`src/rtl/mul_pkg.sv`:
```
// Shared definitions for the iterative shift-add multiply sequencer.
package mul_pkg;

  // Default datapath geometry; instances may override WIDTH/BITS.
  localparam int unsigned MUL_WIDTH = 32;
  localparam int unsigned MUL_BITS  = 1;
  localparam int unsigned ITER      = MUL_WIDTH / MUL_BITS;

  // Sequencer state encoding (kept as fixed constants for legacy compatibility).
  typedef logic [1:0] state_t;
  localparam state_t IDLE = 2'd0;
  localparam state_t RUN  = 2'd1;
  localparam state_t DONE = 2'd2;

  // Iteration counter width; never below one bit so a single-step
  // configuration still has a valid counter.
  function automatic int unsigned cnt_width(input int unsigned iter);
    if (iter > 1) begin
      return $clog2(iter);
    end
    return 1;
  endfunction

  localparam int unsigned CNT_W = cnt_width(ITER);

endpackage

```
`src/rtl/mul_step.sv`:
```
// One combinational shift-add step retiring BITS multiplier bits.
module mul_step #(
  parameter int unsigned WIDTH = 32,
  parameter int unsigned BITS  = 1
) (
  input  logic [WIDTH-1:0] acc,
  input  logic [WIDTH-1:0] mcand,
  input  logic [WIDTH-1:0] mplier,
  output logic [WIDTH-1:0] acc_next,
  output logic [WIDTH-1:0] mcand_next,
  output logic [WIDTH-1:0] mplier_next
);

  // Add each selected shifted multiplicand; sums wrap modulo 2^WIDTH.
  always_comb begin
    acc_next = acc;
    for (int unsigned i = 0; i < BITS; i++) begin
      if (mplier[i]) begin
        acc_next = acc_next + (mcand << i);
      end
    end
    mcand_next  = mcand << BITS;
    mplier_next = mplier >> BITS;
  end

endmodule

```
`src/rtl/mul_sequencer.sv`:
```
// Multi-cycle MUL/MLA sequencer for the EX stage: FSM, operand registers,
// result register and the stall/done decode toward the hazard unit.
module mul_sequencer
  import mul_pkg::*;
#(
  parameter int unsigned WIDTH = 32,
  parameter int unsigned BITS  = 1
) (
  input  logic             clk,
  input  logic             reset,
  input  logic             StartE,
  input  logic             MlaE,
  input  logic             FlushE,
  input  logic [WIDTH-1:0] SrcAE,
  input  logic [WIDTH-1:0] SrcBE,
  input  logic [WIDTH-1:0] AccE,
  output logic             BusyE,
  output logic             DoneE,
  output logic [WIDTH-1:0] MulResultE
);

  localparam int unsigned ITER_L = WIDTH / BITS;
  localparam int unsigned CW     = cnt_width(ITER_L);
  localparam logic [CW-1:0] CNT_LOAD = CW'(ITER_L - 1);

  state_t           state;
  logic [CW-1:0]    cnt;
  logic [WIDTH-1:0] mcand;
  logic [WIDTH-1:0] mplier;
  logic [WIDTH-1:0] acc;
  logic [WIDTH-1:0] acc_nxt;
  logic [WIDTH-1:0] mcand_nxt;
  logic [WIDTH-1:0] mplier_nxt;
  logic             accept;

  assign accept = (state == IDLE) && StartE && !FlushE;

  mul_step #(
    .WIDTH (WIDTH),
    .BITS  (BITS)
  ) u_step (
    .acc         (acc),
    .mcand       (mcand),
    .mplier      (mplier),
    .acc_next    (acc_nxt),
    .mcand_next  (mcand_nxt),
    .mplier_next (mplier_nxt)
  );

  // FSM, counter and operand/result registers; flush aborts without
  // touching the result, reset additionally clears it.
  always_ff @(posedge clk) begin
    if (reset) begin
      state      <= IDLE;
      cnt        <= '0;
      mcand      <= '0;
      mplier     <= '0;
      acc        <= '0;
      MulResultE <= '0;
    end else if (FlushE) begin
      state <= IDLE;
      cnt   <= '0;
    end else begin
      case (state)
        IDLE: begin
          if (StartE) begin
            mcand  <= SrcAE;
            mplier <= SrcBE;
            acc    <= MlaE ? AccE : '0;
            cnt    <= CNT_LOAD;
            state  <= RUN;
          end
        end
        RUN: begin
          acc    <= acc_nxt;
          mcand  <= mcand_nxt;
          mplier <= mplier_nxt;
          if (cnt == '0) begin
            MulResultE <= acc_nxt;
            state      <= DONE;
          end else begin
            cnt <= cnt - CW'(1);
          end
        end
        DONE: begin
          // StartE still reflects the instruction just finished; ignore it.
          state <= IDLE;
        end
        default: begin
          state <= IDLE;
        end
      endcase
    end
  end

  // Stall while accepting or iterating; done is suppressed if EX is flushed.
  always_comb begin
    BusyE = accept || (state == RUN);
    DoneE = (state == DONE) && !FlushE;
  end

endmodule

```
`config.mk`:
```
export PLATFORM = sky130hd
export DESIGN_NAME = mul_sequencer
export DESIGN_NICKNAME = d
export VERILOG_FILES = /design/src/rtl/mul_pkg.sv /design/src/rtl/mul_step.sv /design/src/rtl/mul_sequencer.sv
export SDC_FILE = /design/constraint.sdc
export NUM_CORES = 1
export LEC_CHECK = 0
export CAP_MARGIN = 40
export CORE_MARGIN = 2
export CORE_UTILIZATION = 50
export CTS_BUF_LIST = sky130_fd_sc_hd__clkbuf_2 sky130_fd_sc_hd__clkbuf_4 sky130_fd_sc_hd__clkbuf_8
export DETAILED_ROUTE_END_ITERATION = 7
export PLACE_DENSITY = 0.78
export SYNTH_ARGS = -nofsm -noshare
export SYNTH_HDL_FRONTEND = slang
export SYNTH_SLANG_ARGS = --single-unit
```
`constraint.sdc`:
```
create_clock -name clk -period 2.54 [get_ports clk]
set_input_delay 0.508 -clock clk [delete_from_list [all_inputs] [get_ports clk]]
set_output_delay 0.508 -clock clk [all_outputs]
set_load 0.03 [all_outputs]
```
==> impl_results.md, run 1 <==
- Share of layout cells above drive strength 1: between 15 and 20%
- Post-synthesis simple-gate area fraction: around 21%
- Antenna viol nets, final: 0
- Async S/R FF share, synth: 0%
- DR DRC count: 0
- FP Rows: between 40 and 50
- Crit start category: flop
- Die width: about 130 um
- Initial core utilization: 50.7%
- # IOs: 135
- Yosys reg bits: approximately 140
- Tmin final: 2830 ps
- WP data arrival: approximately 3200 ps
- PD cells: 526 mW/mm^2
- Largest net degree at the start of global routing: 62
- Wire per inst: 16.6 um
- Root buf cell: clkbuf_8
- Diode count: 0
- Syn_nets: roughly 1200
- Final setup vio count: 19
- HP Class: flop to flop
- Crit share post-route: 111%
- Number of synthesized flops with an enable pin: 0
- Syn avg cell area: a little under 8 um^2
- Post-Synth Adder-Cell Area: 5.44%
- Clock latency on the worst-skew pair: ~470 ps
- YS warnings: 0
- RSZ-0062 raised after global routing: true
- Worst vdd ir: 0.320 mV
- XOR/XNOR Fraction of Synth Area: 3.08%
- WHS: 477 ps
- Mux contribution to synthesized area: 2.36%
- Cell area after layout: about 0.011 mm^2
- Fin nets: roughly 1300
- Sequential fraction of the synthesis area: between 30% and 40%
- Mapped Cells: just over 1000
- Clock tree buffer depth: 2
- Final TNS setup: -2570 ps
- Post-DP Area: slightly below 0.01 mm^2
- Worst Path Required: 2900 ps
- Total congestion overflow: 0
- TritonCTS clock tree: built
- Gpl congestion: ~0.95
- Vias in the first global route: about 7600
- Post-layout util: 67.9%
- Leak Pwr: 0.00402 uW
- CP endpoint kind: flop
- Worst Tran Pin Value: between 800 and 900 ps
- Synth Area in Compound Gates: 27.9%
- Outcome: complete, but fails checks
- Total iterations of the first detailed-routing run: 5
- Crit path kind: flop to flop
- Hold_buf cts: 0
- Max-slew violations: 0
- Worst-path clk slew: around 90 ps
- WL final: about 23000 um
- F_max: around 0.35 GHz
- CTS sink cnt: around 140
- Layout Skew: 15.2 ps
- Max cap viols: 0
- Mapped cell area: around 0.008 mm^2
- # fillers: approximately 1300
- Cts bufs inserted: 17
- Violated checks: negative setup slack
- PortBufs: 134
- Die area: 0.0170 mm^2
- Drt via density: approximately 6
- Max_slew headroom: 40.2%
- Initial antenna violation count: 0
- Primary FF master, synth: dfxtp_1
- Cell variety after synth: 64
- Register Area: roughly 0.0027 mm^2
- Dpl hpwl: around 16000 um
- Largest family of logic cells by synthesized area: compound AO/OA/AOI/OAI gates
- First-pass GRT wire length: about 37000 um
- Critical path fanouts, max: 5
- Area of the multi-input gates: 0.00511 mm^2
- Area Growth Syn to Fin: 33.9%
- Vias: roughly 8200
- Worst Slack Setup Final: -291 ps
- DR iter-0 viols: roughly 740
- CTS H-Tree Depth: 4
- CORE AREA: 0.0157 mm^2
- Die height: between 100 and 150 um
- Gr usage total: a little over a quarter
- Hold Fails Final Rpt: 0
## what timing repair did
item / 4_1_cts / 5_1_grt
setup endpoints to repair: 22 / 39
resized for setup: 14 / 48
endpoints found under the hold margin: 0 / 0
buffers inserted: 2 / 6
pin swaps: 3 / 30
## path summary, 6_finish.rpt
path	from	to	slack (ps)	cells after the start
worst max-delay path	mcand[0]$_SDFFE_PP0P_	MulResultE[26]$_SDFFE_PP0P_	-290	11
worst min-delay path	mplier[10]$_SDFFE_PP0P_	mplier[9]$_SDFFE_PP0P_	480	2
worst max register to register	mcand[0]$_SDFFE_PP0P_	MulResultE[26]$_SDFFE_PP0P_	-290	11
worst min register to register	mplier[10]$_SDFFE_PP0P_	mplier[9]$_SDFFE_PP0P_	480	2
## sequential cells by signal, summed over array words and instances (netlist names)
register and flops:
mplier 32, MulResultE 32, state 2, acc 32
cnt 5, mcand 32
## cells by family after synthesis
kind of cell               count (synthesis)
muxes                                     18
buffers and inverters                    103
DFF                                      135
xor gates and xnor gates                  28
and+or+nand+nor                          392
adders and majority gates                 34
AOI/OAI and AO/OA                        307
## cells in the mapped netlist (8+ instances only)
master	n	area, um^2
a211oi_1	50	375
nor2b_1	9	56.3
a221oi_1	17	149
a311oi_1	69	604
nor3_1	13	65.1
xnor2_1	20	175
a21o_1	16	120
o21ai_0	29	145
a21oi_1	68	340
a31oi_1	9	56.3
nand4_1	10	62.6
ha_1	33	413
nor2_1	139	522
clkbuf_1	61	229
mux2i_1	15	150
dfxtp_1	135	2700
inv_1	17	63.8
xor2_1	8	70.1
nand3_1	14	70.1
nand2_1	176	661
## cell type report
cell class,count,area share [%]
multi-input combinational,779,47.9
tap,216,2.53
clock inverter,13,1.58
sequential,135,25.4
timing repair buffer,219,19.5
clock buffer,19,2.45
inverter,18,0.633
## worst max-delay path: stages, from the launching register on
cell	delay, ps
dfxtp_2	340
ha_4	160
fa_2	340
a21o_1	200
a221o_1	410
o2111ai_2	260
a21oi_2	100
a211oi_2	230
buf_4	170
mux2i_2	210
nand2_1	80
o31a_1	230
## placed cells by master (no fill, tap or decap), drive strengths merged, types with 3 or more instances in the layout
cell type,n
bufinv,3
nor3,13
a31oi,9
nand3,14
inv,19
nand2,176
clkinvlp,4
o21bai,5
a311oi,69
clkinv,5
nor2b,9
xnor2,20
o211ai,7
buf,87
o2111ai,6
nor3b,3
mux2i,15
clkdlybuf4s50,131
nor2,139
xor2,8
a221oi,17
nand4,10
a21o,18
nand2b,7
and3,6
ha,33
dfxtp,135
a21oi,71
or2,3
o21a,6
o21ai,33
mux2,3
clkbuf,19
a211oi,53
## metal layers
metal | part of all wire [%] | vias to the layer above | GRT usage (%)
li1 | - | 4009 | -
met1 | 43 | 3786 | 35.9
met2 | 47 | 352 | 43.4
met3 | 7.6 | 49 | 6.64
met4 | 2.7 | 0 | 10.8
met5 | 0 | - | 0
## metrics by stage
stage                     total power [uW]  worst slack, ps  std cells
after floorplan                       3120            -21.1       1017
after global placement                3590             -230       1359
after detailed placement              3610             -249       1359
after CTS                             5550             -220       1393
after global routing                  5850             -353       1399
final                                 5610             -291       1399
## power breakdown
group | switching, uW | internal (uW) | leakage (uW)
combinational | 669 | 617 | 0.00270
sequential | 113 | 2250 | 0.00111
clock | 925 | 1030 | 0.000205
Power figures use the tool's default switching activity.
==> inputs of run 2 (changes only) <==
--- a/config.mk
+++ b/config.mk
@@ -6,10 +6,10 @@
 export NUM_CORES = 1
 export LEC_CHECK = 0
 export CAP_MARGIN = 40
-export CORE_MARGIN = 2
 export CORE_UTILIZATION = 50
 export CTS_BUF_LIST = sky130_fd_sc_hd__clkbuf_2 sky130_fd_sc_hd__clkbuf_4 sky130_fd_sc_hd__clkbuf_8
 export DETAILED_ROUTE_END_ITERATION = 7
+export GPL_TIMING_DRIVEN = 0
 export PLACE_DENSITY = 0.78
 export SYNTH_ARGS = -nofsm -noshare
 export SYNTH_HDL_FRONTEND = slang
==> run 2 against run 1 <==
Against the previous run:
- clock power fell by 7%
- highest routed layer unchanged
- design area rose by 1.9%
- the run still ends with negative setup slack left
- utilization rose by 2.8 points
- clock-buffer cell count fell by 2
- worst setup slack got worse by 28 ps
- maximum frequency fell by 0.99%
- register-to-register slack got worse by 30 ps
- hold slack got worse by 9.2 ps
- die area fell by 3.0%
- critical path depth fell by 1
- sequential cell count did not move
- sequential share of layout area fell by 0.33 points
==> impl_results.md, run 2 (same netlist as run 1, synthesis figures left out) <==
- Outcome: complete, but fails checks (unchanged)
- Violated checks: negative setup slack (unchanged)
- Crit path kind: flop to flop (unchanged)
- Vias: 8614 (was 8196)
- CORE AREA: 0.0154 mm^2 (was 0.0157 mm^2)
- Crit share post-route: 113% (was 111%)
- Hold Fails Final Rpt: 0 (unchanged)
- CP delay by family, top: compound AO/OA/AOI/OAI gates (unchanged)
- Root buf cell: clkbuf_8 (unchanged)
- Commonest non-fill, non-tap cell in the layout: nand2_1 (unchanged)
- Start point of the worst hold path: MulResultE[2]$_SDFFE_PP0P_ (was mplier[10]$_SDFFE_PP0P_)
- Crit start category: flop (unchanged)
- Leak Pwr: 0.00400 uW (was 0.00402 uW)
- Comb power frac: 24.5% (was 23.0%)
- Gr usage total: 34.3% (was 27.3%)
- Critical path, cell by cell: ha_4, fa_2, a21o_1, a221o_1, o2111ai_4, a21oi_2, a211oi_2, a31oi_1, mux2_4, a211oi_2 (was ha_4, fa_2, a21o_1, a221o_1, o2111ai_2, a21oi_2, a211oi_2, buf_4, mux2i_2, nand2_1, o31a_1)
- CTS H-Tree Depth: 4 (unchanged)
- Die area: 0.0164 mm^2 (was 0.0170 mm^2)
- Clock Power Share: 32.8% (was 34.9%)
- FP Rows: 45 (was 46)
- RSZ-0062 raised after global routing: true (unchanged)
- First-pass GRT wire length: 42900 um (was 37100 um)
- WL final: 28300 um (was 23200 um)
- Vias in the first global route: 7898 (was 7589)
- Max_slew headroom: 36.2% (was 40.2%)
- Tmin final: 2860 ps (was 2830 ps)
- DR DRC count: 0 (unchanged)
- Worst vdd ir: 0.400 mV (was 0.320 mV)
- Total congestion overflow: 0 (unchanged)
- Die width: 128 um (was 130 um)
- Max cap viols: 0 (unchanged)
- Power Total: 5570 uW (was 5610 uW)
- Slowest CP cell: dfxtp_4 (was a221o_1)
- Final TNS setup: -4820 ps (was -2570 ps)
- Largest net degree at the start of global routing: 20 (was 62)
- Final setup vio count: 26 (was 19)
- Area Growth Syn to Fin: 36.5% (was 33.9%)
- Cts bufs inserted: 17 (unchanged)
- CP peak stage delay: 370 ps (was 410 ps)
- PD cells: 513 mW/mm^2 (was 526 mW/mm^2)
- CTS sink cnt: 135 (unchanged)
- Worst path buffer plus inverter count: 0 (was 1)
- Most frequent cells in the layout: 169 x nand2_1, 135 x nor2_1, 130 x clkdlybuf4s50_1 (was 174 x nand2_1, 137 x nor2_1, 131 x clkdlybuf4s50_1)
- HP Class: flop to flop (unchanged)
- Clock latency on the worst-skew pair: 470 ps (about the same)
- WP data arrival: 3250 ps (was 3200 ps)
- Worst slack, placed: -798 ps (was -249 ps)
- Diode count: 0 (unchanged)
- Initial core utilization: 51.8% (was 50.7%)
- DR iter-0 viols: 780 (was 736)
- Die height: 128 um (was 130 um)
- Worst Slack Setup Final: -320 ps (was -291 ps)
- Wire per inst: 19.9 um (was 16.6 um)
- Setup crit start: mcand[0]$_SDFFE_PP0P_ (unchanged)
- CP endpoint kind: flop (unchanged)
- Gpl congestion: 0.993 (was 0.953)
- Layout Skew: 13.4 ps (was 15.2 ps)
- Sw frac: 34.1% (was 30.5%)
- R2r startpoint: mcand[0]$_SDFFE_PP0P_ (unchanged)
- Share of layout cells above drive strength 1: 18.2% (was 16.7%)
- Worst Path Required: 2930 ps (was 2900 ps)
- Antenna viol nets, final: 0 (unchanged)
- Drt via density: 6.06 (was 5.86)
- Max-slew violations: 0 (unchanged)
- Initial antenna violation count: 0 (unchanged)
- Dpl hpwl: 20100 um (was 16000 um)
- Top cell by count, worst path: a211oi_2
- Seq pwr share: 42.7% (was 42.2%)
- Layout Cells excl Fill: 1422 (was 1399)
- F_max: 0.350 GHz (was 0.353 GHz)
- Fin nets: 1333 (was 1305)
- Worst Tran Pin Value: 956 ps (was 897 ps)
- Cell count after placement: 1362 (was 1359)
- TritonCTS clock tree: built (unchanged)
- Total iterations of the first detailed-routing run: 7 (was 5)
- Clock tree buffer depth: 2 (unchanged)
- Net Switching: 1900 uW (was 1710 uW)
- Pint: 3670 uW (was 3900 uW)
- Worst-path clk slew: 90 ps (about the same)
- # IOs: 135 (unchanged)
- Critical path fanouts, max: 2 (was 5)
- PortBufs: 132 (was 134)
-- run 2: cell types whose count changed in the layout (fill, tap and decap cells not counted), sizes merged --
cell           before  now
clkbuf             19   78
buf                87   51
inv                19   25
bufinv              3    1
clkinvlp            4    2
dlygate4sd2         0    2
clkdlybuf4s15       0    1
clkdlybuf4s18       0    1
clkdlybuf4s50     131  130
dlymetal6s2s        1    0
dlymetal6s4s        0    1
-- run 2: final cells by class --
class                      count  area [um^2]
buffer                        77          459
clock buffer                  17          234
clock inverter                15          158
fill                        1243         4500
inverter                      18         67.6
multi-input combinational    779         5330
sequential                   135         2730
tap                          211          264
timing repair buffer         170         1630
-- run 2: worst register-to-register path, stage by stage, from the launching register on --
cell,delay [ps]
dfxtp_4,370
ha_4,170
fa_2,350
a21o_1,190
a221o_1,360
o2111ai_4,270
a21oi_2,110
a211oi_2,280
a31oi_1,180
mux2_4,340
a211oi_2,170
-- run 2: path summary, 6_finish.rpt --
check                           endpoint  slack (ps)  depth (start not counted)
max          MulResultE[30]$_SDFFE_PP0P_        -320                         10
min           MulResultE[2]$_SDFFE_PP0P_         470                          2
max reg2reg  MulResultE[30]$_SDFFE_PP0P_        -320                         10
min reg2reg   MulResultE[2]$_SDFFE_PP0P_         470                          2
-- run 2: power groups by stage --
stage	clock network, uW	logic [uW]	registers (uW)
floorplan	0	720	2400
global placement	0	1150	2400
detailed placement	0	1170	2410
CTS	1830	1210	2360
global route	1920	1460	2390
finish	1830	1360	2380
-- run 2: through the flow --
step | utilization (%) | cell area (um^2) | hold slack, ps
after floorplan | - | 7980 | 449
after global placement | 62.2 | 9570 | 443
after detailed placement | 62.4 | 9590 | 451
after CTS | 66.6 | 10200 | 463
after global routing | 70.7 | 10900 | 498
final | 70.7 | 10900 | 467
-- run 2: routing by layer --
layer	global-route usage (%)	up-vias	share of wire (%)
li1	-	4060	-
met1	45.1	4038	42
met3	5.76	89	7.6
met2	55.8	427	46
met5	0	-	0
met4	13.2	0	4.4
-- run 2: timing repair --
item / CTS / global route
hold buffers: 0 / 0
gates resized for setup: 41 / 121
cloned: 0 / 0
pin swaps: 21 / 43
buffers inserted: 14 / 23
setup endpoints to repair: 107 / 100
hold endpoints to repair: 0 / 0
==> inputs of run 3 (changes only) <==
--- a/config.mk
+++ b/config.mk
@@ -5,7 +5,7 @@
 export SDC_FILE = /design/constraint.sdc
 export NUM_CORES = 1
 export LEC_CHECK = 0
-export CAP_MARGIN = 40
+export CAP_MARGIN = 5
 export CORE_UTILIZATION = 50
 export CTS_BUF_LIST = sky130_fd_sc_hd__clkbuf_2 sky130_fd_sc_hd__clkbuf_4 sky130_fd_sc_hd__clkbuf_8
 export DETAILED_ROUTE_END_ITERATION = 7
==> run 3 against run 2 <==
Against the previous run:
- the flow still finishes with violations (negative setup slack)
- critical path depth did not move
- register-to-register slack about the same
- global-route usage down 0.17 points
- utilization decreased by 0.63 points
- combinational power about the same
- clock-buffer cell count stayed put
- clock skew up 1.6 ps
- sequential share of layout area rose by 0.27 points
- maximum frequency is 0.24% higher
- via count fell by 0.30%
==> impl_results.md, run 3 (same netlist as run 1, synthesis figures left out) <==
- Worst-path clk slew: 90 ps (about the same)
- Share of layout cells above drive strength 1: 16.9% (was 18.2%)
- Vias: 8588 (was 8614)
- Die width: 128 um (unchanged)
- DR DRC count: 0 (unchanged)
- First-pass GRT wire length: 42600 um (was 42900 um)
- Largest net degree at the start of global routing: 20 (unchanged)
- Most frequent cells in the layout: 172 x nand2_1, 137 x nor2_1, 130 x clkdlybuf4s50_1 (was 169 x nand2_1, 135 x nor2_1, 130 x clkdlybuf4s50_1)
- Layout Cells excl Fill: 1410 (was 1422)
- Worst Slack Setup Final: -313 ps (was -320 ps)
- Final TNS setup: -3980 ps (was -4820 ps)
- Critical path fanouts, max: 2 (unchanged)
- Worst Hold Depth: 2 (unchanged)
- Cells on worst reg2reg path: 10 (unchanged)
- Top cell by count, worst path: a211oi_2 (unchanged)
- Initial antenna violation count: 0 (unchanged)
- CTS H-Tree Depth: 4 (unchanged)
- FP Rows: 45 (unchanged)
- Worst Tran Pin Value: 916 ps (was 956 ps)
- Critical path, cell by cell: ha_4, fa_2, a21o_1, a221o_1, o2111ai_4, a21oi_2, a211oi_2, a31oi_1, mux2_4, a211oi_2 (unchanged)
- Crit start category: flop (unchanged)
- TritonCTS clock tree: built (unchanged)
- Violated checks: negative setup slack (unchanged)
- Commonest non-fill, non-tap cell in the layout: nand2_1 (unchanged)
- CP endpoint kind: flop (unchanged)
- RSZ-0062 raised after global routing: true (unchanged)
- Clock latency on the worst-skew pair: 480 ps (was 470 ps)
- Slowest CP cell: dfxtp_4 (unchanged)
- PD cells: 527 mW/mm^2 (was 513 mW/mm^2)
- Area Growth Syn to Fin: 35.2% (was 36.5%)
- PortBufs: 132 (unchanged)
- Hold_buf cts: 0 (unchanged)
- Vias in the first global route: 7830 (was 7898)
- Worst slack, placed: -784 ps (was -798 ps)
- Worst vdd ir: 0.434 mV (was 0.400 mV)
- Max_slew headroom: 38.9% (was 36.2%)
- CTS sink cnt: 135 (unchanged)
- Total iterations of the first detailed-routing run: 5 (was 7)
- Dpl hpwl: 20000 um (was 20100 um)
- Final setup vio count: 23 (was 26)
- Outcome: complete, but fails checks (unchanged)
- Fin nets: 1321 (was 1333)
- Post-layout util: 70.1% (was 70.7%)
- Tmin final: 2850 ps (was 2860 ps)
- Cell area after layout: 0.0108 mm^2 (was 0.0109 mm^2)
- Post-DP Area: 0.00957 mm^2 (was 0.00959 mm^2)
- Cell count after placement: 1360 (was 1362)
- Gpl congestion: 0.993 (unchanged)
- Worst Path Required: 2940 ps (was 2930 ps)
- WL final: 28100 um (was 28300 um)
- Root buf cell: clkbuf_8 (unchanged)
- CP peak stage delay: 370 ps (about the same)
- Wire per inst: 20.0 um (was 19.9 um)
- CORE AREA: 0.0154 mm^2 (unchanged)
- Crit share post-route: 112% (was 113%)
- Die area: 0.0164 mm^2 (unchanged)
- Max cap viols: 0 (unchanged)
- F_max: 0.351 GHz (was 0.350 GHz)
- Initial core utilization: 51.8% (unchanged)
- Crit path kind: flop to flop (unchanged)
- # IOs: 135 (unchanged)
- WP data arrival: 3250 ps (about the same)
- Hold Fails Final Rpt: 0 (unchanged)
- Diode count: 0 (unchanged)
- DR iter-0 viols: 753 (was 780)
- Die height: 128 um (unchanged)
- Layout Skew: 15.0 ps (was 13.4 ps)
- Cts bufs inserted: 17 (unchanged)
- Total congestion overflow: 0 (unchanged)
- Antenna viol nets, final: 0 (unchanged)
- Drt via density: 6.09 (was 6.06)
- Gr usage total: 34.1% (was 34.3%)
- Leak Pwr: 0.00395 uW (was 0.00400 uW)
- HP Class: flop to flop (unchanged)
- Clock tree buffer depth: 2 (unchanged)
- Max-slew violations: 0 (unchanged)
## run 3: cell count changes in the layout (fill, tap and decap cells not counted), moves of 4 or more
cell,previous run,this run
buf_6,15,9
dfxtp_1,119,115
dfxtp_2,13,17
buf_4,31,27
## run 3: timing repair
item	in CTS	in global routing
pin swaps	23	33
buffers inserted	10	17
endpoints found under the setup margin	110	106
gates cloned	0	0
resized for setup	51	103
## run 3: path summary, 6_finish.rpt
| kind | to | startpoint | slack [ps] |
|---|---|---|---|
| worst max-delay path | acc[30]$_SDFFE_PP0P_ | mcand[0]$_SDFFE_PP0P_ | -310 |
| worst max register to register | acc[30]$_SDFFE_PP0P_ | mcand[0]$_SDFFE_PP0P_ | -310 |
| worst min-delay path | mplier[11]$_SDFFE_PP0P_ | mplier[12]$_SDFFE_PP0P_ | 480 |
| worst min register to register | mplier[11]$_SDFFE_PP0P_ | mplier[12]$_SDFFE_PP0P_ | 480 |
## run 3: cell type report
cell class                 instances  area [um^2]
buffer                            76          452
clock buffer                      17          234
clock inverter                    15          185
fill                            1282         4600
inverter                          18         67.6
multi-input combinational        779         5310
sequential                       135         2740
tap                              211          264
timing repair buffer             159         1520
## run 3: where the power goes
group | switching [uW] | leakage (uW) | internal, uW | total, uW
Sequential | 128 | 0.00111 | 2250 | 2380
Clock | 1030 | 0.000209 | 913 | 1940
Combinational | 750 | 0.00263 | 606 | 1360
Total | 1910 | 0.00395 | 3770 | 5680
## run 3: metal layers
| metal | vias up | GRT usage [%] | share of wire [%] |
|---|---|---|---|
| li1 | 4032 | - | - |
| met1 | 4088 | 44.9 | 43 |
| met2 | 381 | 55.2 | 46 |
| met3 | 87 | 5.34 | 6.6 |
| met4 | 0 | 14.4 | 4.3 |
| met5 | - | 0 | 0 |
## run 3: per-stage QoR
| step | hold slack, ps | power [uW] |
|---|---|---|
| detailed placement | 456 | 3570 |
| global route | 492 | 5880 |
| CTS | 469 | 5510 |
| global placement | 443 | 3560 |
| floorplan | 449 | 3120 |
| finish | 477 | 5680 |
## run 3: critical path, delay by kind of cell, from the launching register on
kind / cells / cell delay (ps)
compound gates: 7 / 1550
flops: 1 / 370
fa+ha+maj: 2 / 520
mux: 1 / 330
